$ cat src/rtl/program_loader.sv
// Instruction memory plus a byte-serial valid/ready loader that holds the CPU core in reset.
// Define CHECKSUM_EN to require a trailing modulo-256 checksum byte after the last word.
module program_loader #(
    parameter int unsigned ADDR_W = 8,
    parameter int unsigned WORD_W = 16
) (
    input  logic              clk,
    input  logic              rst_n,
    input  logic              load_start,
    input  logic [7:0]        byte_in,
    input  logic              byte_valid,
    output logic              byte_ready,
    input  logic [ADDR_W-1:0] mem_address,
    output logic [WORD_W-1:0] mem_value,
    output logic              cpu_rst,
    output logic              busy,
    output logic              load_done,
    output logic              load_error
);

    localparam int unsigned Depth = 2 ** ADDR_W;
    // Wide enough for a full-depth count (LEN byte 0) and for any 8-bit count.
    localparam int unsigned CntW  = ((ADDR_W > 8) ? ADDR_W : 8) + 1;

    typedef enum logic [2:0] {StIdle, StLen, StLo, StHi, StCsum, StDone} state_e;

    state_e            state_q;
    logic [ADDR_W-1:0] wr_ptr_q;
    logic [CntW-1:0]   remain_q;
    logic [7:0]        lo_q;
    logic [7:0]        sum_q;
    logic              cpu_rst_q;
    logic              byte_ready_q;
    logic              busy_q;
    logic              load_done_q;
    logic [WORD_W-1:0] mem_q [Depth];
    logic              accept;

    assign accept = byte_valid && byte_ready_q;

    always_ff @(posedge clk or negedge rst_n) begin
        if (!rst_n) begin
            state_q      <= StIdle;
            wr_ptr_q     <= '0;
            remain_q     <= '0;
            lo_q         <= '0;
            sum_q        <= '0;
            cpu_rst_q    <= 1'b1;
            byte_ready_q <= 1'b0;
            busy_q       <= 1'b0;
            load_done_q  <= 1'b0;
        end else begin
            load_done_q <= 1'b0;
            unique case (state_q)
                StIdle: begin
                    if (load_start) begin
                        state_q      <= StLen;
                        cpu_rst_q    <= 1'b1;
                        byte_ready_q <= 1'b1;
                        busy_q       <= 1'b1;
                    end
                end
                StLen: begin
                    if (accept) begin
                        remain_q <= (byte_in == 8'd0) ? (CntW'(1) << ADDR_W) : CntW'(byte_in);
                        wr_ptr_q <= '0;
                        sum_q    <= '0;
                        state_q  <= StLo;
                    end
                end
                StLo: begin
                    if (accept) begin
                        lo_q    <= byte_in;
                        sum_q   <= sum_q + byte_in;
                        state_q <= StHi;
                    end
                end
                StHi: begin
                    if (accept) begin
                        wr_ptr_q <= wr_ptr_q + ADDR_W'(1);
                        remain_q <= remain_q - CntW'(1);
                        sum_q    <= sum_q + byte_in;
                        if (remain_q == CntW'(1)) begin
`ifdef CHECKSUM_EN
                            state_q <= StCsum;
`else
                            state_q      <= StDone;
                            byte_ready_q <= 1'b0;
                            load_done_q  <= 1'b1;
`endif
                        end else begin
                            state_q <= StLo;
                        end
                    end
                end
`ifdef CHECKSUM_EN
                StCsum: begin
                    if (accept) begin
                        byte_ready_q <= 1'b0;
                        if (byte_in == sum_q) begin
                            state_q     <= StDone;
                            load_done_q <= 1'b1;
                        end else begin
                            state_q <= StIdle;
                            busy_q  <= 1'b0;
                        end
                    end
                end
`endif
                StDone: begin
                    state_q   <= StIdle;
                    cpu_rst_q <= 1'b0;
                    busy_q    <= 1'b0;
                end
                default: begin
                    state_q      <= StIdle;
                    byte_ready_q <= 1'b0;
                    busy_q       <= 1'b0;
                end
            endcase
        end
    end

`ifdef CHECKSUM_EN
    logic load_error_q;

    // Sticky until a checksum matches or rst_n.
    always_ff @(posedge clk or negedge rst_n) begin
        if (!rst_n) begin
            load_error_q <= 1'b0;
        end else if (state_q == StCsum && accept) begin
            load_error_q <= (byte_in != sum_q);
        end
    end

    assign load_error = load_error_q;
`else
    assign load_error = 1'b0;
`endif

    // Memory contents survive rst_n, so a partial load stays visible.
    always_ff @(posedge clk) begin
        if (state_q == StHi && accept) begin
            mem_q[wr_ptr_q] <= WORD_W'({byte_in, lo_q});
        end
    end

    assign mem_value  = mem_q[mem_address];
    assign cpu_rst    = cpu_rst_q;
    assign byte_ready = byte_ready_q;
    assign busy       = busy_q;
    assign load_done  = load_done_q;

endmodule

$ cat config.mk
export PLATFORM = sky130hd
export DESIGN_NAME = program_loader
export DESIGN_NICKNAME = d
export VERILOG_FILES = /design/src/rtl/program_loader.sv
export SDC_FILE = /design/constraint.sdc
export NUM_CORES = 2
export LEC_CHECK = 0
export CORE_UTILIZATION = 55
export DETAILED_ROUTE_END_ITERATION = 8
export HOLD_SLACK_MARGIN = 0.12
export PLACE_DENSITY = 0.78
export SYNTH_ARGS = -nofsm -noshare
export SYNTH_HDL_FRONTEND = slang
export SYNTH_SLANG_ARGS = --single-unit
$ cat constraint.sdc
create_clock -name clk -period 5.55 [get_ports clk]
set_clock_uncertainty 0.05 [all_clocks]
set_input_delay 1.11 -clock clk [delete_from_list [all_inputs] [get_ports clk]]
set_output_delay 1.11 -clock clk [all_outputs]
set_load 0.005 [all_outputs]
== After elaboration in Yosys (flattened, before gate mapping) ==
Memories as Yosys holds them, arrays and structs flattened.
Index checks and enable logic that the tools add are counted.
Storage, ports and cells
  flip-flop bits (word level): 32
  RAM bits: 4096
  input port bits: 20
  output and inout bits: 21
  logic and storage cells: 61
  memories kept: 1
Operators by class
  add/subtract/negate cells: 2
  eq/ne operators: 10
  muxes and demuxes: 24
  bitwise gates (word level): 2
  reduce and logical (&&, ||, !) cells: 14
Memories
  mem_q: depth 256, bits a word 16, rd ports 1, clocked after memory_dff 0, wr ports 1, RTL line 36  | logic [WORD_W-1:0] mem_q [Depth];
Operators by type and width (number)
  two-way mux 9 bit: 3
  one-hot mux 9 bit (2 select lines): 1
  two-way mux 8 bit: 2
  one-hot mux 8 bit (2 select lines): 1
  two-way mux 3 bit: 5
  one-hot mux 3 bit (4 select lines): 1
  inequality test 2 bit (second input constant): 5
  equality test 9 x 1 -> 1 bit (second input constant): 1
  subtractor 9 x 1 -> 9 bit (second input constant): 1
  adder 8 x 1 -> 8 bit (second input constant): 1
  zero test 8 bit: 1
  two-way mux 1 bit: 8
  AND reduction 4 bit: 2
  equality test 3 x 2 -> 1 bit (second input constant): 2
  AND reduction 2 bit: 3
  OR reduction 3 bit: 2
  one-hot mux 1 bit (2 select lines): 2
  nonzero test 2 bit: 2
  equality test 3 x 1 -> 1 bit (second input constant): 1
  equality test 3 bit (second input constant): 1
  zero test 3 bit: 1
  one-hot mux 1 bit (3 select lines): 1
  AND reduction 3 bit: 1
  logical AND 1 bit: 2
  NOT 1 bit: 2

== Longest topological paths before layout ==
  depth in word-level cells: 4
  depth in mapped cells: 12
  mapped depth without buffers: 7

== Worst setup path before layout ==
Ideal clock, no wire load.
  path type: input-to-output
  start point: input mem_address[0]
  end point: output mem_value[5]
  data arrival time: 3.079 ns
  required time: 4.390 ns
  setup slack: 1.311 ns
  stages on the path: 8
  cell sequence: buf_6 > buf_12 > buf_2 > mux4_2 > mux4_2 > a22o_1 > o32ai_1 > nor4_1
Between the ends
  cells in the longest elaborated chain, start to end: 1
RTL lines
  from (decl): RTL line 13  | input logic [ADDR_W-1:0] mem_address,
  memory (256 x 16 bit)
  to (decl): RTL line 14  | output logic [WORD_W-1:0] mem_value,
No other way between the ends.

== Worst setup path in the final report ==
  start point: input mem_address[1]
  end point: output mem_value[11]
The elaborated chain is that of the path after synthesis.

==> impl_metrics.toml <==
[synth]
synth_edf_count = 4096
synth-seq-area-share_pct = 77.5
synth.net_count = 7529
synthesis.area_um2 = 160000
ys_ff_latch = 4128
synthCells = 7503
yosys_warnings = 0
yosysUniqueCellTypes = 54
synth_area_per_cell_um2 = 21.3
synth_flop_cell = "edfxtp_1"
async_flop_share_pct = 0.775

[placed_design]
dp_hpwl_um = 242000
dp.cells = 11861
io_buffers = 39
dpl_cell_area_um2 = 170000
gp_congestion = 1.10
post-place-ws_ps = -756

[worst_setup_path]
path_max_fanout = 20
setup.worst_path.class = "primary input to primary output"
cp_slowest_stage_delay_ps = 550
critical_path.most_common_cell = "buf_4"
startpoint = "mem_address[1]"
arrival_ps = 4520
crit_chain = "buf_8, or2_4, buf_12, buf_4, o221ai_1, buf_4, o22ai_1, a21oi_2, buf_4, nand4_1, buf_4, nor4_4, clkdlybuf4s15_1"
start_kind = "primary input"
end_kind = "primary output"
r2r_start = "state_q[0]"
crit_slowest_cell = "nor4_4"
critical_path_required_ps = 4390

[clocking]
h-tree-depth = 5
clock_sinks = 4128
root_buffer = "clkbuf_16"
clkSlewWorstSetupHoldPaths_ps = 60
clk_latency_ps = 970
cts_made_buffers = 398
hold_buffers = 0
clk_path_buf_depth = 4
cts_tree = "yes"

[min_path]
hold_class = "primary input to asynchronous set/reset pin"

[cells_and_area]
final_nets = 8454
multiInputGateArea_um2 = 34700
fin_util_pct = 64.4
stdcell_count = 12647
seq_area_um2 = 124000
fillers = 17476
drive_gt1_share_pct = 29.7
layout_commonest_cell = "edfxtp_1"
area_growth_pct = 16.2
final_area_um2 = 186000
layout_common_cells = "edfxtp_1 (4096), buf_4 (785), mux4_2 (768), mux2i_1 (641), clkbuf_16 (408)"

[flow_run]
cap_violations = 0

[floorplan]
rows = 197
core_um2 = 289000
die_w_um = 541
die_h_um = 541
initial_core_util_pct = 55.4
die-area_um2 = 293000
boundaryPins = 41

[power]
p_leak_nw = 60.4
power_mw = 68.1
peakVddDrop_v = 0.000295
power.density_nw_per_um2 = 366

[global_route]
grt_start_max_net_pins = 232
antenna_found_initial = 14
grt_pass1_vias = 84716
gr-total-overflow = 0
grt_pass1_wl_um = 610000
grt_usage_pct = 29.1

[sta]
fin_ws_ps = -126
holdWs_ps = 210
fmax_mhz = 176
hold_viol = 0
min_period_ps = 5680
setup_violations = 6
slew_headroom_pct = 0.383
period_share_pct = 102
slew_viol_final = 0
fin_tns_setup_ps = -295
tightest_slew_ps = 1490

[outcome]
status = "finished, violations left"
violations = "negative setup slack"

[route]
ant_nets = 0
avgViaCountPerCell = 6.77
drt-wirelength-per-cell_um = 34.2
drt-initial-drc-count = 13494
drc_errors = 0
vias = 85652
finalWirelength_um = 432000
dr.pass1.iters = 7
cell usage after synthesis (23+ instances only):
cell type  number  area (um^2)
clkbuf_1      238          893
buf_2          63          315
nor2_1        299         1120
mux4_2        768        17300
o22ai_1       147          920
nor3_1        100          500
buf_1          23         86.3
buf_6          72          811
mux2_2         74          833
o21ai_0        67          335
o221ai_1      320         2800
a22o_1         37          324
edfxtp_1     4096       123000
mux2i_1       641         6420
buf_4          35          263
nand2_1        71          267
dfrtp_1        31          776
nor4_1         31          194
a21oi_1       199          996
worst paths after layout:
path / endpoint / slack [ps] / cells past startpoint
setup / recovery: mem_value[11] / -130 / 13
hold / removal: remain_q[7] / 210 / 1
setup reg to reg: mem_q[7][9] / 1120 / 8
hold reg to reg: cpu_rst / 500 / 2
max in group asynchronous: lo_q[0] / 4580 / 1
min in group clk: cpu_rst / 500 / 2
layout make-up:
cell class | instances | share of cell area [%]
Clock buffer | 507 | 5.70
Sequential cell | 4128 | 66.7
Inverter | 10 | 0.0256
Timing Repair Buffer | 981 | 5.09
Clock inverter | 227 | 1.24
Multi-Input combinational cell | 2909 | 18.7
Tap cell | 3880 | 2.61
Antenna cell | 5 | 0.00674
power breakdown:
group | internal (mW) | leakage [nW] | total (mW) | switching (mW)
combinational | 1.65 | 17.0 | 5.13 | 3.48
clock | 15.1 | 6.30 | 27.0 | 11.8
sequential | 35.5 | 37.1 | 36.0 | 0.417
total | 52.3 | 60.4 | 68.1 | 15.7
cell families after synthesis:
| family | after synthesis | share of synthesized area, % |
|---|---|---|
| adder cells (fa/ha/maj) | 6 | 0.0470 |
| AND/OR/NAND/NOR | 572 | 1.59 |
| multiplexers | 1483 | 15.4 |
| buffers and inverters | 466 | 1.79 |
| AO/OA/AOI/OAI | 847 | 3.75 |
| other | 1 | 0.00235 |
| flip-flops | 4128 | 77.5 |
state kept, by name (all words and copies together), names as in the netlist:
name	count
load_done	1
lo_q	8
busy	1
cpu_rst	1
byte_ready	1
mem_q	4096
wr_ptr_q	8
state_q	3
remain_q	9
per-layer routing:
| layer | share of wire [%] | track usage, % | vias to the layer above |
|---|---|---|---|
| met5 | 0.058 | 0.312 | - |
| met4 | 5.8 | 14.5 | 22 |
| met3 | 13 | 7.20 | 1211 |
| met2 | 47 | 45.5 | 6859 |
| met1 | 34 | 38.5 | 43914 |
| li1 | - | - | 33646 |
timing repair:
item / 4_1_cts / 5_1_grt
gates resized for setup: 220 / 120
setup buffers: 8 / 28
gates cloned: 13 / 5
pin swaps: 19 / 22
setup endpoints to repair: 16 / 13
worst max-delay path, delay by kind of cell:
family | cells | cell delay, ps
compound gates | 3 | 620
buf+inv | 7 | 1490
simple gates | 3 | 1260
No activity file was read; power rests on OpenSTA's default activity.
